--- src/rtl/serial_adder_ctrl_pkg.sv ---
// Shared constants for the bit-serial add/subtract controller:
// FSM state encodings and the default operand width.
package serial_adder_ctrl_pkg;

  localparam int DEFAULT_WIDTH = 8;

  // 2-bit state encoding; the value 2'd3 is illegal and recovers to IDLE.
  typedef logic [1:0] state_t;

  localparam state_t S_IDLE = 2'd0;
  localparam state_t S_RUN  = 2'd1;
  localparam state_t S_DONE = 2'd2;

endpackage : serial_adder_ctrl_pkg

--- src/rtl/full_adder.sv ---
// Single-bit full adder cell shared by the serial controller.
module full_adder (
  input  logic A,
  input  logic B,
  input  logic Cin,
  output logic Sum,
  output logic Cout
);

  assign Sum  = A ^ B ^ Cin;
  assign Cout = (A & B) | (Cin & (A ^ B));

endmodule : full_adder

--- src/rtl/serial_adder_ctrl.sv ---
// Bit-serial add/subtract controller. One full_adder cell is time-multiplexed
// across WIDTH operand bits, LSB first, with a registered carry between bits.
// Results (sum, cout, overflow) are published at the final RUN edge and held
// until the next operation completes; done pulses for one cycle.
module serial_adder_ctrl
  import serial_adder_ctrl_pkg::*;
#(
  parameter int WIDTH = DEFAULT_WIDTH
) (
  input  logic             clk,
  input  logic             rst,
  input  logic             start,
  input  logic             sub,
  input  logic [WIDTH-1:0] a,
  input  logic [WIDTH-1:0] b,
  output logic             busy,
  output logic             done,
  output logic [WIDTH-1:0] sum,
  output logic             cout,
  output logic             overflow
);

  localparam int CNT_W = $clog2(WIDTH);
  localparam logic [CNT_W-1:0] CNT_LAST = CNT_W'(WIDTH - 1);

  state_t           state_q, state_d;
  logic [CNT_W-1:0] cnt_q, cnt_d;
  logic [WIDTH-1:0] sa_q, sa_d;
  logic [WIDTH-1:0] sb_q, sb_d;
  logic [WIDTH-1:0] res_q, res_d;
  logic             carry_q, carry_d;
  logic [WIDTH-1:0] sum_q, sum_d;
  logic             cout_q, cout_d;
  logic             ovf_q, ovf_d;

  logic             fa_sum;
  logic             fa_cout;

  // The one shared adder cell: current LSBs of both operands plus the carry flop.
  full_adder u_full_adder (
    .A    (sa_q[0]),
    .B    (sb_q[0]),
    .Cin  (carry_q),
    .Sum  (fa_sum),
    .Cout (fa_cout)
  );

  // Next-state logic: FSM sequencing, operand load, bit shift and result publish.
  always_comb begin
    // NOTE: every _d signal gets a default here so no path through the case
    // leaves one unassigned, which would otherwise infer a latch.
    state_d = state_q;
    cnt_d   = cnt_q;
    sa_d    = sa_q;
    sb_d    = sb_q;
    res_d   = res_q;
    carry_d = carry_q;
    sum_d   = sum_q;
    cout_d  = cout_q;
    ovf_d   = ovf_q;

    case (state_q)
      S_IDLE, S_DONE: begin
        // DONE behaves like IDLE for start, so back-to-back requests are accepted.
        if (start) begin
          sa_d    = a;
          sb_d    = b ^ {WIDTH{sub}};  // subtract is A + ~B + 1
          carry_d = sub;
          cnt_d   = '0;
          state_d = S_RUN;
        end else begin
          state_d = S_IDLE;
        end
      end

      S_RUN: begin
        res_d   = {fa_sum, res_q[WIDTH-1:1]};
        sa_d    = sa_q >> 1;
        sb_d    = sb_q >> 1;
        carry_d = fa_cout;
        if (cnt_q == CNT_LAST) begin
          // Carry into the MSB xor carry out of it flags signed overflow.
          sum_d   = {fa_sum, res_q[WIDTH-1:1]};
          cout_d  = fa_cout;
          ovf_d   = carry_q ^ fa_cout;
          state_d = S_DONE;
        end else begin
          cnt_d = cnt_q + 1'b1;
        end
      end

      default: state_d = S_IDLE;
    endcase
  end

  // State and datapath registers with synchronous active-high reset.
  always_ff @(posedge clk) begin
    // NOTE: non-blocking assignments so every flop samples pre-edge values,
    // independent of statement order.
    if (rst) begin
      // NOTE: the shift registers are cleared as well, so an aborted operation
      // leaves no stale operand or partial-result bits behind.
      state_q <= S_IDLE;
      cnt_q   <= '0;
      sa_q    <= '0;
      sb_q    <= '0;
      res_q   <= '0;
      carry_q <= 1'b0;
      sum_q   <= '0;
      cout_q  <= 1'b0;
      ovf_q   <= 1'b0;
    end else begin
      state_q <= state_d;
      cnt_q   <= cnt_d;
      sa_q    <= sa_d;
      sb_q    <= sb_d;
      res_q   <= res_d;
      carry_q <= carry_d;
      sum_q   <= sum_d;
      cout_q  <= cout_d;
      ovf_q   <= ovf_d;
    end
  end

  assign busy     = (state_q == S_RUN);
  assign done     = (state_q == S_DONE);
  assign sum      = sum_q;
  assign cout     = cout_q;
  assign overflow = ovf_q;

endmodule : serial_adder_ctrl

--- config.mk ---
export PLATFORM = sky130hd
export DESIGN_NAME = serial_adder_ctrl
export DESIGN_NICKNAME = d
export VERILOG_FILES = /design/src/rtl/serial_adder_ctrl_pkg.sv /design/src/rtl/full_adder.sv /design/src/rtl/serial_adder_ctrl.sv
export SDC_FILE = /design/constraint.sdc
export NUM_CORES = 1
export LEC_CHECK = 0
export BUFFER_PORTS_ARGS = -buffer_cell sky130_fd_sc_hd__buf_4
export CORE_MARGIN = 3
export CORE_UTILIZATION = 29
export CTS_CLUSTER_SIZE = 10
export DETAILED_ROUTE_END_ITERATION = 16
export SETUP_SLACK_MARGIN = 0.4
export SLEW_MARGIN = 25
export SYNTH_ARGS = -nofsm -noshare
export SYNTH_HDL_FRONTEND = slang
export SYNTH_SLANG_ARGS = --single-unit
export TNS_END_PERCENT = 5
--- constraint.sdc ---
create_clock -name clk -period 1.66 [get_ports clk]
set_input_delay 0.332 -clock clk [delete_from_list [all_inputs] [get_ports clk]]
set_output_delay 0.332 -clock clk [all_outputs]
set_load 0.05 [all_outputs]
==> impl_metrics.tcl <==
set metrics [dict create \
    status "finished, final reports clean" \
    top_level_ports 32 \
    cp-start-kind "flip-flop" \
    startpoint "cnt_q[1]$_SDFFE_PP0P_" \
    cts_tree "built" \
    grt_pass1_wl_mm 5.94 \
    cts_buffers 5 \
    met3_usage_pct 3.99 \
    row_count 26 \
    first_pass_iters 4 \
    synth_area_leaders "dfxtp_1, a21oi_1, nand2_1, a22oi_1, nand3_1" \
    cp_max_fo 5 \
    cts_root_buffer "clkbuf_8" \
    grtUsageMet2_pct 19.2 \
    crit_slowest_cell "or3b_4" \
    die_w_um 80.9 \
    drt_iter0_drc 61 \
    finalCritPeriodShare_pct 80.2 \
    clkSinkCount 39 \
    synth.cell_area_um2 1630 \
    yosys_warnings 0 \
    crit_top_cell "ha_4" \
    crit_arrival_ns 1.49 \
    antenna_found_initial 0 \
    die_y_um 80.9 \
    finClkSkew_ns 0.00445 \
    cts_max_level 2 \
    p_leak_nw 0.808 \
    synth_edf_count 0 \
    yosysUniqueCellTypes 23 \
    synth.avg_cell_area_um2 8.75 \
    port_buffers 31 \
    grt_max_degree 40 \
    synth_common_cells "dfxtp_1, a21oi_1, nand2_1" \
    syn_inst 186 \
    r2r_slack_ns 0.33 \
    period_needed_ns 1.33 \
    start_util_pct 30.9 \
    rsz0062_at_grt "true" \
    r2r_end "cnt_q[2]$_SDFFE_PP0P_" \
    place_congestion 0.696 \
    core_um2 5270 \
    grt_pass1_vias 1318 \
    setup_viol 0 \
    syn-num-nets 209 \
    tns_ns 0 \
    place_hpwl_mm 2.24 \
    synth_top_cell_area_share_pct 48.0 \
    area_growth_pct 31.7 \
    yosysTopAreaCell "dfxtp_1" \
    fmax_mhz 751 \
    synth-main-ff-cell "dfxtp_1" \
    num_vias 1413 \
    hold_violations 0 \
    nets 246 \
    postCtsHoldBufs 0 \
    fillCellCount 562 \
    grt_most_used_layer "met2" \
    r2r_cells 5 \
    power.total_mw 1.95 \
    final_util_pct 40.7 \
    met1_usage_pct 14.3 \
    avgViaCountPerCell 4.81 \
    wl_mm 3.69 \
    cp_data_required_time_ns 1.82 \
    synth-seq-cells 39 \
    path_cells "ha_4, ha_4, or3b_4, nand3_2, a21oi_1" \
    maxCapViolCount 0 \
    drv_slew 0 \
    vdd_drop_max_v 0.000335 \
    worst_pin_slew_ns 0.416 \
    clk_path_buf_depth 2 \
    insertion_delay_ns 0.29 \
    track_usage_pct 11.8 \
    die_area_um2 6550 \
    hold_path_depth 3 \
    yosysMostFrequentCell "dfxtp_1" \
    synth_seq_area_share_pct 48.0 \
    hold_path_class "in2reg" \
    slew_headroom_pct 72.3 \
    grt-ovfl-total 0 \
    place_ws_ns 0.201 \
    synthArstFlopShare_pct 0 \
    drc_errors 0 \
    wl_per_cell_um 12.6 \
    drive_above_1_share_pct 30.8 \
    critPathKind "reg2reg" \
    final_antenna_net_count 0 \
    power.density_nw_per_um2 910 \
    finalWorstSetupSlack_ns 0.329 \
    crit_path_max_incr_delay_ns 0.41 \
    antenna_cells 0 \
    crit_path_end "cnt_q[2]$_SDFFE_PP0P_" \
    worstSetupEndpointType "flip-flop" \
    cts.clk_slew.worst_paths_ns 0.07 \
    r2r_start "cnt_q[1]$_SDFFE_PP0P_" \
]
## layout make-up
type                            count  area [µm²]  area share (%)
Inverter                            1        11.3           0.525
Tap cell                           70        87.6            4.08
Clock buffer                        8         100            4.67
Sequential cell                    39         791            36.9
Timing Repair inverter              1        6.26           0.292
Multi-Input combinational cell    132         815            38.0
Timing Repair Buffer               43         334            15.6
## cells by family (layout without fill, tap and decap cells)
kind of cell | count (synthesis) | in the layout | synth area share, %
flip-flops | 39 | 39 | 48.0
XOR/XNOR | 9 | 9 | 4.84
AND/OR/NAND/NOR | 66 | 67 | 18.5
adder cells (fa/ha/maj) | 3 | 3 | 2.77
AO/OA/AOI/OAI | 53 | 53 | 19.4
buffers and inverters | 16 | 53 | 6.53
## routing by layer
layer  vias to the layer above  share of wire [%]  wire, µm
met4                         0                1.2        46
met5                         -                  0         0
li1                        718                  -         -
met1                       652                 46      1680
met3                         5                6.3       234
met2                        38                 47      1730
## cells in the final DEF, fill, tap and decap left out
| cell type | count |
|---|---|
| a2111oi_2 | 1 |
| a211oi_2 | 1 |
| a21oi_1 | 36 |
| a22oi_1 | 15 |
| and3b_2 | 2 |
| buf_4 | 41 |
| buf_6 | 1 |
| buf_8 | 1 |
| clkbuf_1 | 1 |
| clkbuf_8 | 7 |
| dfxtp_1 | 35 |
| dfxtp_2 | 2 |
| dfxtp_4 | 2 |
| fa_1 | 1 |
| ha_4 | 2 |
| inv_4 | 1 |
| inv_8 | 1 |
| nand2_1 | 35 |
| nand2b_1 | 2 |
| nand2b_4 | 1 |
| nand3_1 | 16 |
| nand3_2 | 3 |
| nand3b_1 | 1 |
| nor2_1 | 3 |
| nor2b_1 | 1 |
| nor2b_2 | 1 |
| nor3b_2 | 1 |
| or3b_4 | 1 |
| xnor2_1 | 2 |
| xor2_1 | 7 |
## power by group
group | internal, mW | leakage [nW] | switching [mW]
Clock | 0.379 | 0.0515 | 0.317
Sequential | 0.973 | 0.320 | 0.0275
Combinational | 0.115 | 0.436 | 0.141
## registers in the layout, summed over array words and instances, names as in the netlist
signal,cells
sa_q,8
sb_q,8
sum,8
res_q,7
cnt_q,3
state_q,2
carry_q,1
cout,1
overflow,1
## timing repair
action / CTS / global route
gates cloned: 2 / 0
gates resized for setup: 22 / 3
pin swaps: 4 / 1
setup buffers: 7 / 0
endpoints found under the setup margin: 17 / 35
## worst min-delay path by stage
| stage | startpoint | end | slack, ns |
|---|---|---|---|
| final | a[7] | sa_q[7]$_SDFFE_PP0P_ | 0.31 |
| after global routing | a[3] | sa_q[3]$_SDFFE_PP0P_ | 0.33 |
| after CTS | a[7] | sa_q[7]$_SDFFE_PP0P_ | 0.30 |
| after detailed placement | res_q[1]$_SDFFE_PP0N_ | sum[0]$_SDFFE_PP0P_ | 0.45 |
| after global placement | sum[3]$_SDFFE_PP0P_ | sum[3]$_SDFFE_PP0P_ | 0.44 |
| after floorplan | res_q[1]$_SDFFE_PP0N_ | sum[0]$_SDFFE_PP0P_ | 0.43 |
## critical path, delay by kind of cell, from the launching register on
| kind | cells | cell delay, ns |
|---|---|---|
| AND/OR/NAND/NOR | 2 | 0.48 |
| flip-flops | 1 | 0.34 |
| adder cells (fa/ha/maj) | 2 | 0.33 |
| AO/OA/AOI/OAI | 1 | 0.06 |
## metrics by stage
stage | std cells | hold WS [ns] | cell area [µm²]
floorplan | 186 | 0.432 | 1630
global placement | 277 | 0.442 | 1890
detailed placement | 277 | 0.447 | 1890
CTS | 294 | 0.297 | 2130
global route | 294 | 0.325 | 2140
finish | 294 | 0.308 | 2140
Power figures use the tool's default switching activity.
